[src/rtl/wfg_timer_multi_if.sv]
// Wishbone B4 classic slave bundle for the multi-channel wfg timer.
// Signal names keep the slave-side _i/_o view so both ends read the same.
interface wfg_timer_multi_if;
    logic        wbs_stb_i;
    logic        wbs_cyc_i;
    logic        wbs_we_i;
    logic [31:0] wbs_dat_i;
    logic [31:0] wbs_adr_i;
    logic        wbs_ack_o;
    logic [31:0] wbs_dat_o;

    modport master (
        output wbs_stb_i, wbs_cyc_i, wbs_we_i, wbs_dat_i, wbs_adr_i,
        input  wbs_ack_o, wbs_dat_o
    );

    modport slave (
        input  wbs_stb_i, wbs_cyc_i, wbs_we_i, wbs_dat_i, wbs_adr_i,
        output wbs_ack_o, wbs_dat_o
    );
endinterface

[src/rtl/wfg_timer_multi.sv]
// Multi-channel prescaled compare timer behind one Wishbone slave port.
// Each channel: CTRL/PRESC/CMP/CNT at word 4*c; shared W1C STATUS at word 63.
module wfg_timer_multi #(
    parameter int unsigned NUM_CHANNELS = 4,
    parameter int unsigned CNT_WIDTH    = 32,
    parameter int unsigned PRESC_WIDTH  = 16
) (
    input  logic                    clk,
    input  logic                    rst,
    wfg_timer_multi_if.slave        wbs,
    output logic                    interrupt_o,
    output logic [NUM_CHANNELS-1:0] irq_vec_o
);
    localparam logic [5:0] StatusWord = 6'd63;

    logic                    ack_q;
    logic [31:0]             dat_q;
    logic [31:0]             rdata;
    logic                    access;
    logic                    wr;
    logic                    wr_status;
    logic [5:0]              widx;
    logic [1:0]              sub;

    logic [NUM_CHANNELS-1:0] en_q, en_d;
    logic [NUM_CHANNELS-1:0] oneshot_q, oneshot_d;
    logic [NUM_CHANNELS-1:0] irq_en_q, irq_en_d;
    logic [NUM_CHANNELS-1:0] pending_q, pending_d;
    logic [PRESC_WIDTH-1:0]  presc_q [NUM_CHANNELS];
    logic [PRESC_WIDTH-1:0]  presc_d [NUM_CHANNELS];
    logic [PRESC_WIDTH-1:0]  pcnt_q  [NUM_CHANNELS];
    logic [PRESC_WIDTH-1:0]  pcnt_d  [NUM_CHANNELS];
    logic [CNT_WIDTH-1:0]    cmp_q   [NUM_CHANNELS];
    logic [CNT_WIDTH-1:0]    cmp_d   [NUM_CHANNELS];
    logic [CNT_WIDTH-1:0]    cnt_q   [NUM_CHANNELS];
    logic [CNT_WIDTH-1:0]    cnt_d   [NUM_CHANNELS];

    logic unused_bits;
    assign unused_bits = ^{wbs.wbs_adr_i[31:8], wbs.wbs_adr_i[1:0], wbs.wbs_dat_i};

    // Ack high blocks a new access, giving one idle cycle between transfers.
    assign access    = wbs.wbs_stb_i & wbs.wbs_cyc_i & ~ack_q;
    assign wr        = access & wbs.wbs_we_i;
    assign widx      = wbs.wbs_adr_i[7:2];
    assign sub       = widx[1:0];
    assign wr_status = wr && (widx == StatusWord);

    always_comb begin
        logic sel;
        logic ld_cnt;
        logic tick;
        en_d      = en_q;
        oneshot_d = oneshot_q;
        irq_en_d  = irq_en_q;
        pending_d = pending_q;
        presc_d   = presc_q;
        pcnt_d    = pcnt_q;
        cmp_d     = cmp_q;
        cnt_d     = cnt_q;
        for (int c = 0; c < int'(NUM_CHANNELS); c++) begin
            sel    = wr && (widx[5:2] == 4'(c));
            ld_cnt = sel && (sub == 2'd3);
            tick   = en_q[c] && (pcnt_q[c] == presc_q[c]);

            if (en_q[c]) begin
                pcnt_d[c] = tick ? '0 : pcnt_q[c] + PRESC_WIDTH'(1);
            end
            if (wr_status && wbs.wbs_dat_i[c]) begin
                pending_d[c] = 1'b0;
            end
            if (tick) begin
                if (cnt_q[c] == cmp_q[c]) begin
                    cnt_d[c] = '0;
                    // A CNT write on the same edge suppresses the event entirely.
                    if (!ld_cnt) begin
                        pending_d[c] = 1'b1;
                        if (oneshot_q[c]) begin
                            en_d[c] = 1'b0;
                        end
                    end
                end else begin
                    cnt_d[c] = cnt_q[c] + CNT_WIDTH'(1);
                end
            end

            if (sel) begin
                unique case (sub)
                    2'd0: begin
                        en_d[c]      = wbs.wbs_dat_i[0];
                        oneshot_d[c] = wbs.wbs_dat_i[1];
                        irq_en_d[c]  = wbs.wbs_dat_i[2];
                    end
                    2'd1: presc_d[c] = wbs.wbs_dat_i[PRESC_WIDTH-1:0];
                    2'd2: cmp_d[c]   = wbs.wbs_dat_i[CNT_WIDTH-1:0];
                    2'd3: begin
                        cnt_d[c]  = wbs.wbs_dat_i[CNT_WIDTH-1:0];
                        pcnt_d[c] = '0;
                    end
                    default: ;
                endcase
            end
        end
    end

    always_comb begin
        rdata = '0;
        if (widx == StatusWord) begin
            rdata = 32'(pending_q);
        end else begin
            for (int c = 0; c < int'(NUM_CHANNELS); c++) begin
                if (widx[5:2] == 4'(c)) begin
                    unique case (sub)
                        2'd0:    rdata = {29'd0, irq_en_q[c], oneshot_q[c], en_q[c]};
                        2'd1:    rdata = 32'(presc_q[c]);
                        2'd2:    rdata = 32'(cmp_q[c]);
                        default: rdata = 32'(cnt_q[c]);
                    endcase
                end
            end
        end
    end

    always_ff @(posedge clk or posedge rst) begin
        if (rst) begin
            ack_q <= 1'b0;
            dat_q <= '0;
        end else begin
            ack_q <= access;
            dat_q <= (access && !wbs.wbs_we_i) ? rdata : '0;
        end
    end

    always_ff @(posedge clk or posedge rst) begin
        if (rst) begin
            en_q      <= '0;
            oneshot_q <= '0;
            irq_en_q  <= '0;
            pending_q <= '0;
            for (int c = 0; c < int'(NUM_CHANNELS); c++) begin
                presc_q[c] <= '0;
                pcnt_q[c]  <= '0;
                cmp_q[c]   <= '0;
                cnt_q[c]   <= '0;
            end
        end else begin
            en_q      <= en_d;
            oneshot_q <= oneshot_d;
            irq_en_q  <= irq_en_d;
            pending_q <= pending_d;
            for (int c = 0; c < int'(NUM_CHANNELS); c++) begin
                presc_q[c] <= presc_d[c];
                pcnt_q[c]  <= pcnt_d[c];
                cmp_q[c]   <= cmp_d[c];
                cnt_q[c]   <= cnt_d[c];
            end
        end
    end

    assign wbs.wbs_ack_o = ack_q;
    assign wbs.wbs_dat_o = dat_q;
    assign irq_vec_o     = pending_q & irq_en_q;
    assign interrupt_o   = |irq_vec_o;
endmodule

[src/flat_wrapper.sv]
// flat-port wrapper written by rule: the top's interface ports become plain ports
module wfg_timer_multi_flat 
#(
    parameter int unsigned NUM_CHANNELS = 4,
    parameter int unsigned CNT_WIDTH    = 32,
    parameter int unsigned PRESC_WIDTH  = 16
)
  (clk, rst, interrupt_o, irq_vec_o, wbs_wbs_stb_i, wbs_wbs_cyc_i, wbs_wbs_we_i, wbs_wbs_dat_i, wbs_wbs_adr_i, wbs_wbs_ack_o, wbs_wbs_dat_o);
  wfg_timer_multi_if wbs_i ();
  input  logic clk;
  input  logic rst;
  output logic interrupt_o;
  output logic [NUM_CHANNELS-1:0] irq_vec_o;
  input wire logic [$bits(wbs_i.wbs_stb_i)-1:0] wbs_wbs_stb_i;
  input wire logic [$bits(wbs_i.wbs_cyc_i)-1:0] wbs_wbs_cyc_i;
  input wire logic [$bits(wbs_i.wbs_we_i)-1:0] wbs_wbs_we_i;
  input wire logic [$bits(wbs_i.wbs_dat_i)-1:0] wbs_wbs_dat_i;
  input wire logic [$bits(wbs_i.wbs_adr_i)-1:0] wbs_wbs_adr_i;
  output wire logic [$bits(wbs_i.wbs_ack_o)-1:0] wbs_wbs_ack_o;
  output wire logic [$bits(wbs_i.wbs_dat_o)-1:0] wbs_wbs_dat_o;
  assign wbs_i.wbs_stb_i = wbs_wbs_stb_i;
  assign wbs_i.wbs_cyc_i = wbs_wbs_cyc_i;
  assign wbs_i.wbs_we_i = wbs_wbs_we_i;
  assign wbs_i.wbs_dat_i = wbs_wbs_dat_i;
  assign wbs_i.wbs_adr_i = wbs_wbs_adr_i;
  assign wbs_wbs_ack_o = wbs_i.wbs_ack_o;
  assign wbs_wbs_dat_o = wbs_i.wbs_dat_o;
  wfg_timer_multi #(.NUM_CHANNELS(NUM_CHANNELS), .CNT_WIDTH(CNT_WIDTH), .PRESC_WIDTH(PRESC_WIDTH)) u_core (.clk(clk), .rst(rst), .wbs(wbs_i), .interrupt_o(interrupt_o), .irq_vec_o(irq_vec_o));
endmodule
[config.mk]
export PLATFORM = sky130hd
export DESIGN_NAME = wfg_timer_multi_flat
export DESIGN_NICKNAME = d
export VERILOG_FILES = /design/src/rtl/wfg_timer_multi_if.sv /design/src/rtl/wfg_timer_multi.sv /design/src/flat_wrapper.sv
export SDC_FILE = /design/constraint.sdc
export NUM_CORES = 1
export LEC_CHECK = 0
export ABC_AREA = 1
export BUFFER_PORTS_ARGS = -buffer_cell sky130_fd_sc_hd__buf_2
export CAP_MARGIN = 40
export CORE_MARGIN = 8
export CORE_UTILIZATION = 49
export CTS_BUF_LIST = sky130_fd_sc_hd__clkbuf_8
export CTS_CLUSTER_DIAMETER = 60
export DETAILED_ROUTE_END_ITERATION = 8
export PLACE_DENSITY = 0.74
export SYNTH_ARGS = -nofsm -noshare
export SYNTH_HDL_FRONTEND = slang
export SYNTH_SLANG_ARGS = --single-unit
[constraint.sdc]
create_clock -name clk -period 23 [get_ports clk]
set_input_delay 1.15 -clock clk [delete_from_list [all_inputs] [get_ports clk]]
set_output_delay 1.15 -clock clk [all_outputs]
set_load 0.02 [all_outputs]
==> results of run 1 <==
## power by group
part           switching (mW)  internal (mW)  total (mW)
sequential             0.0541          0.804       0.858
combinational           0.210         0.0989       0.309
clock                   0.340          0.411       0.751
## placed cells by master, fill, tap and decap left out, drive strengths merged, types with 70 or more instances in the layout
master     n
o22ai     70
nand3    154
dfrtp    433
nor2     403
nor3      73
nand2   1265
a21oi     95
inv      482
buf      114
o21ai    421
clkbuf    97
## registers in the layout (all words and copies together), names as in the netlist
name,flops
u_core.wbs.wbs_ack_o,1
u_core.wbs.wbs_dat_o,32
u_core.presc_q,64
u_core.cnt_q,128
u_core.cmp_q,128
u_core.en_q,4
u_core.irq_en_q,4
u_core.oneshot_q,4
u_core.pending_q,4
u_core.pcnt_q,64
## per-layer routing
metal,part of all wire,GRT usage,up-vias,wire [microns]
li1,-,-,12400,-
met1,0.42,0.394,12300,39100
met2,0.43,0.448,1212,40800
met3,0.089,0.0618,282,8400
met4,0.062,0.169,6,5880
met5,0.00048,0,-,45
## cell type report
class / count / share of cell area
Timing Repair Buffer: 115 / 0.0289
Inverter: 458 / 0.0594
Multi-Input combinational cell: 2793 / 0.457
Clock inverter: 38 / 0.00831
Sequential cell: 433 / 0.371
Tap cell: 696 / 0.0298
Clock buffer: 97 / 0.0457
## cell families after synthesis
kind of cell | count (synthesis)
simple gates | 2004
flops | 433
fa+ha+maj | 8
buf+inv | 593
compound gates | 674
xor+xnor | 107
## how the worst max path moves through the flow
stage                      from                           to  slack [ns]  cells past startpoint
2_1_floorplan               rst  u_core.cmp_q[0]$_DFFE_PP0P_        9.79                      1
3_3_place_gp   wbs_wbs_adr_i[4]   u_core.pcnt_q[9]$_DFF_PP0_       18.21                     13
3_5_place_dp   wbs_wbs_adr_i[4]   u_core.pcnt_q[9]$_DFF_PP0_       18.20                     13
4_1_cts        wbs_wbs_adr_i[4]   u_core.pcnt_q[9]$_DFF_PP0_       18.91                     13
5_1_grt        wbs_wbs_adr_i[4]   u_core.pcnt_q[9]$_DFF_PP0_       18.66                     13
6_report       wbs_wbs_adr_i[4]   u_core.pcnt_q[9]$_DFF_PP0_       18.75                     13
==> flow_metrics.py, run 1 <==
metrics = {
    "outcome": {
        "status": "finished clean",
    },
    "yosys": {
        "ys_warn_count": 0,
        "synthAdderAreaFrac": 0.00377,
        "yosysMostFrequentCell": "nand2_1",
        "synthDistinctLibCells": 57,
        "synth_top_family_by_area": "simple AND/OR/NAND/NOR gates",
        "synth-simple-area-share": 0.321,
        "synth_common_cells": "1252 x nand2_1, 433 x dfrtp_1, 417 x inv_1, 370 x o21ai_0, 362 x nor2_1",
        "synth_xor_area_frac": 0.0353,
        "ys_seq_elements": 433,
        "synthMuxAreaShare": 0,
        "synth_area_leaders": "dfrtp_1 41%, nand2_1 18%, o21ai_0 7.0%",
        "yosysSeqAreaShare": 0.408,
        "synth_compound_area_frac": 0.142,
        "yosysTopAreaCell": "dfrtp_1",
        "synth_ff_type": "dfrtp_1",
        "synth.cell_area_sq_um": 26600,
        "syn_avg_cell_area_sq_um": 6.95,
        "synth_top_area_share": 0.408,
        "syn_nets": 3896,
        "synth_edf_count": 0,
        "synthArstFlopShare": 1.00,
        "synth_cells": 3819,
    },
    "timing": {
        "slew_violations": 0,
        "setup_tns_ns": 0,
        "hold_slack_ns": 0.486,
        "tightest_slew_ns": 0.983,
        "fmax_ghz": 0.235,
        "fin_crit_sh": 0.185,
        "finalHoldViolCount": 0,
        "relSlewSlack": 0.345,
        "rsz0062_at_grt": "no",
        "fin_crit_ns": 4.25,
        "setup_violations": 0,
        "fin_ws_ns": 18.75,
        "fin_skew_ns": 0.0392,
    },
    "placed_design": {
        "place_area_sq_um": 27600,
        "place.port_buffers": 80,
        "pre_cts_ws_ns": 18.20,
        "dp_hpwl_mm": 69.1,
        "place.gp.congestion": 0.958,
        "dp.cells": 4495,
    },
    "worst_setup_path": {
        "r2r_start": "u_core.wbs.wbs_ack_o$_DFF_PP0_",
        "required_ns": 23.54,
        "timing.rr.end": "u_core.wbs.wbs_dat_o[5]$_DFF_PP0_",
        "worstPathCellList": "buf_2, inv_4, nor2_2, buf_4, inv_2, nor2_4, inv_2, nor2_4, inv_2, nand2_1, inv_1, o21ai_0, a21oi_1",
        "crit_type": "in2reg",
        "start_kind": "primary input",
        "max_stage_delay_ns": 0.67,
        "crit_arrival_ns": 4.79,
        "crit_top_cell": "inv_2",
        "slowest_stage": "nor2_4",
        "cp-end-kind": "flop",
        "r2r_cells": 6,
        "critPathMaxFanout": 29,
        "cp_top_family": "buffers and inverters",
        "critPathBufInv": 7,
        "reg2reg_slack_ns": 19.75,
    },
    "clocking": {
        "numCtsBuffers": 79,
        "cts_tree": "done",
        "cts_resized": 0,
        "root_buffer": "clkbuf_8",
        "cts.sinks": 433,
        "post_cts_buffers": 0,
        "clk_pin_slew_ns": 0.05,
        "cts_htree_levels": 3,
        "cts-hold-fix-buffers": 0,
        "clock_path_buffers": 3,
        "clock_latency_ns": 0.69,
    },
    "route": {
        "wl_mm": 94.2,
        "drc_errors": 0,
        "drt_iter0_drc": 2958,
        "wl_per_cell_microns": 20.3,
        "vias_per_cell": 5.67,
        "drtAntennaViolNets": 0,
        "drt_pre_antenna_iters": 6,
        "via_count": 26300,
    },
    "floorplanning": {
        "initial_core_util": 0.494,
        "die_x_microns": 249,
        "core-area_sq_um": 53700,
        "ios": 107,
        "die_area_sq_um": 61900,
        "rows": 85,
        "die_h_microns": 249,
    },
    "final_layout": {
        "diodes": 0,
        "design_area_sq_um": 29200,
        "multi_input_area_sq_um": 13300,
        "seqCellArea_sq_um": 10800,
        "num-nets-final": 3957,
        "fillers": 5273,
        "instances_no_fill": 4630,
        "final_util": 0.544,
        "syn_to_final_growth_pct": 9.99,
        "layout-drive-gt1-share": 0.0902,
    },
    "power": {
        "power_leakage_nw": 14.1,
        "p_per_area_nw_per_um2": 65.7,
        "irDropWorstVdd_v": 0.0000506,
        "power_mw": 1.92,
    },
    "global_route": {
        "track_usage": 0.297,
        "grt_pass1_vias": 24700,
        "overflow": 0,
        "antenna_found_initial": 5,
        "grt_max_degree": 166,
        "grt_pass1_wl_mm": 145,
    },
    "hold_path": {
        "min_path_type": "in2async",
    },
    "run": {
        "drv_cap": 0,
    },
}
(Power assumes the default switching activity.)
==> run 2, diff against run 1 <==
==> constraint.sdc (replaced) <==
create_clock -name clk -period 4.3 [get_ports clk]
set_input_delay 0.215 -clock clk [delete_from_list [all_inputs] [get_ports clk]]
set_output_delay 0.215 -clock clk [all_outputs]
set_load 0.02 [all_outputs]
==> flow_metrics.py, run 2 (synthesis gave the netlist of run 1 again) <==
metrics = {
    "route": {
        "drc_errors": 0,
        "drtAntennaViolNets": 0,
        "wl_per_cell_microns": 20.3,
        "vias_per_cell": 5.66,
        "drt_pre_antenna_iters": 8,
        "drt_iter0_drc": 3165,
        "via_count": 26400,
        "wl_mm": 94.7,
    },
    "worst_setup_path": {
        "timing.rr.end": "u_core.pcnt_q[9]$_DFF_PP0_",
        "critPathMaxFanout": 23,
        "crit_type": "reg2reg",
        "slowest_stage": "nand2_1",
        "max_stage_delay_ns": 0.42,
        "required_ns": 4.86,
        "r2r_start": "u_core.wbs.wbs_ack_o$_DFF_PP0_",
        "critPathBufInv": 4,
        "cp_top_family": "simple AND/OR/NAND/NOR gates",
        "worstPathCellList": "nor3_2, nand2_1, nor2_4, buf_4, inv_2, nor2_4, inv_2, nand2_1, inv_1, o21ai_0, a21oi_1",
        "r2r_cells": 11,
        "cp-end-kind": "flop",
        "crit_arrival_ns": 3.45,
        "reg2reg_slack_ns": 1.41,
        "start_kind": "flop",
    },
    "timing": {
        "fmax_ghz": 0.346,
        "setup_violations": 0,
        "tightest_slew_ns": 1.02,
        "fin_skew_ns": 0.0326,
        "finalHoldViolCount": 0,
        "slew_violations": 0,
        "fin_crit_sh": 0.672,
        "fin_crit_ns": 2.89,
        "relSlewSlack": 0.318,
        "rsz0062_at_grt": "no",
    },
    "floorplanning": {
        "ios": 107,
        "die_h_microns": 249,
        "core-area_sq_um": 53700,
        "die_x_microns": 249,
        "rows": 85,
        "initial_core_util": 0.494,
        "die_area_sq_um": 61900,
    },
    "placed_design": {
        "place.port_buffers": 80,
        "place_area_sq_um": 27700,
        "dp_hpwl_mm": 69.0,
        "place.gp.congestion": 0.994,
    },
    "hold_path": {
        "hold_depth": 3,
        "min_path_type": "in2reg",
        "hold_start": "wbs_wbs_dat_i[6]",
        "hold_end": "u_core.presc_q[38]$_DFFE_PP0P_",
    },
    "clocking": {
        "clk_pin_slew_ns": 0.06,
        "clock_path_buffers": 3,
        "cts_resized": 0,
        "cts_htree_levels": 3,
        "clock_latency_ns": 0.69,
        "cts.sinks": 433,
        "cts_tree": "done",
        "root_buffer": "clkbuf_8",
        "cts-hold-fix-buffers": 20,
        "post_cts_buffers": 0,
        "numCtsBuffers": 80,
    },
    "power": {
        "irDropWorstVdd_v": 0.000286,
        "p_per_area_nw_per_um2": 356,
        "power_mw": 10.5,
        "power_leakage_nw": 14.2,
    },
    "run": {
        "drv_cap": 0,
    },
    "final_layout": {
        "num-nets-final": 3985,
        "syn_to_final_growth_pct": 11.3,
        "diodes": 0,
        "design_area_sq_um": 29600,
        "layout-drive-gt1-share": 0.0953,
        "layout_commonest_cell": "nand2_1",
        "top_regs": "u_core.cmp_q x128, u_core.cnt_q x128",
        "fillers": 5214,
        "final_cell_mix": "1252 x nand2_1, 435 x inv_1, 433 x dfrtp_1",
    },
    "global_route": {
        "grt_pass1_wl_mm": 145,
        "grt_max_degree": 169,
        "overflow": 0,
        "grt_pass1_vias": 24800,
        "track_usage": 0.297,
        "antenna_found_initial": 3,
    },
    "outcome": {
        "status": "finished clean",
    },
}
## run 2: changes by cell type in the layout (fill, tap and decap cells not counted), moves of 5 or more
cell,previous run,this run
buf_12,4,9
buf_4,21,28
clkbuf_8,97,109
dlygate4sd3_1,0,20
clkinv_2,4,10
inv_1,444,435
## run 2: report_power, final
| group | switching, mW | internal, mW | total [mW] |
|---|---|---|---|
| combinational | 1.12 | 0.540 | 1.66 |
| clock | 1.89 | 2.37 | 4.26 |
| sequential | 0.290 | 4.30 | 4.59 |
| total | 3.30 | 7.21 | 10.5 |
## run 2: metrics by stage
stage          utilization  setup TNS [ns]  std cells  hold WS, ns  worst slack (ns)
2_1_floorplan            -         -763.09       3819        0.332             -1.76
3_3_place_gp         0.512               0       4492        0.231              1.15
3_5_place_dp         0.515               0       4502        0.232              1.12
4_1_cts              0.550               0       4664      0.00123              1.45
5_1_grt              0.550               0       4664      0.00376              1.27
6_report             0.550               0       4664       0.0139              1.41
## run 2: area by class of cell
cell class	count	area, sq um	area share
Multi-Input combinational cell	2793	13300	0.451
Sequential cell	433	10800	0.367
Inverter	458	1730	0.0585
Clock buffer	109	1500	0.0508
Timing Repair Buffer	142	1070	0.0364
Tap cell	696	871	0.0295
Clock inverter	33	204	0.00690
## run 2: worst max path at each step
stage,end,cells past startpoint,start
floorplan,u_core.cmp_q[0]$_DFFE_PP0P_,1,rst
global placement,u_core.pcnt_q[9]$_DFF_PP0_,14,wbs_wbs_adr_i[4]
detailed placement,u_core.pcnt_q[9]$_DFF_PP0_,14,wbs_wbs_adr_i[4]
CTS,u_core.pcnt_q[9]$_DFF_PP0_,11,u_core.wbs.wbs_ack_o$_DFF_PP0_
global route,u_core.pcnt_q[9]$_DFF_PP0_,11,u_core.wbs.wbs_ack_o$_DFF_PP0_
finish,u_core.pcnt_q[9]$_DFF_PP0_,11,u_core.wbs.wbs_ack_o$_DFF_PP0_
## run 2: worst reg2reg max path: stages, from the launching register on
cell,delay (ns)
dfrtp_1,0.40
nor3_2,0.22
nand2_1,0.33
nor2_4,0.17
buf_4,0.32
inv_2,0.20
nor2_4,0.27
inv_2,0.20
nand2_1,0.42
inv_1,0.11
o21ai_0,0.10
a21oi_1,0.05
## run 2: layer usage
layer,up-vias,track usage,routed length [microns]
li1,12500,-,-
met1,12300,0.400,39800
met2,1274,0.450,41200
met3,288,0.0564,8090
met4,4,0.159,5620
met5,-,0,25
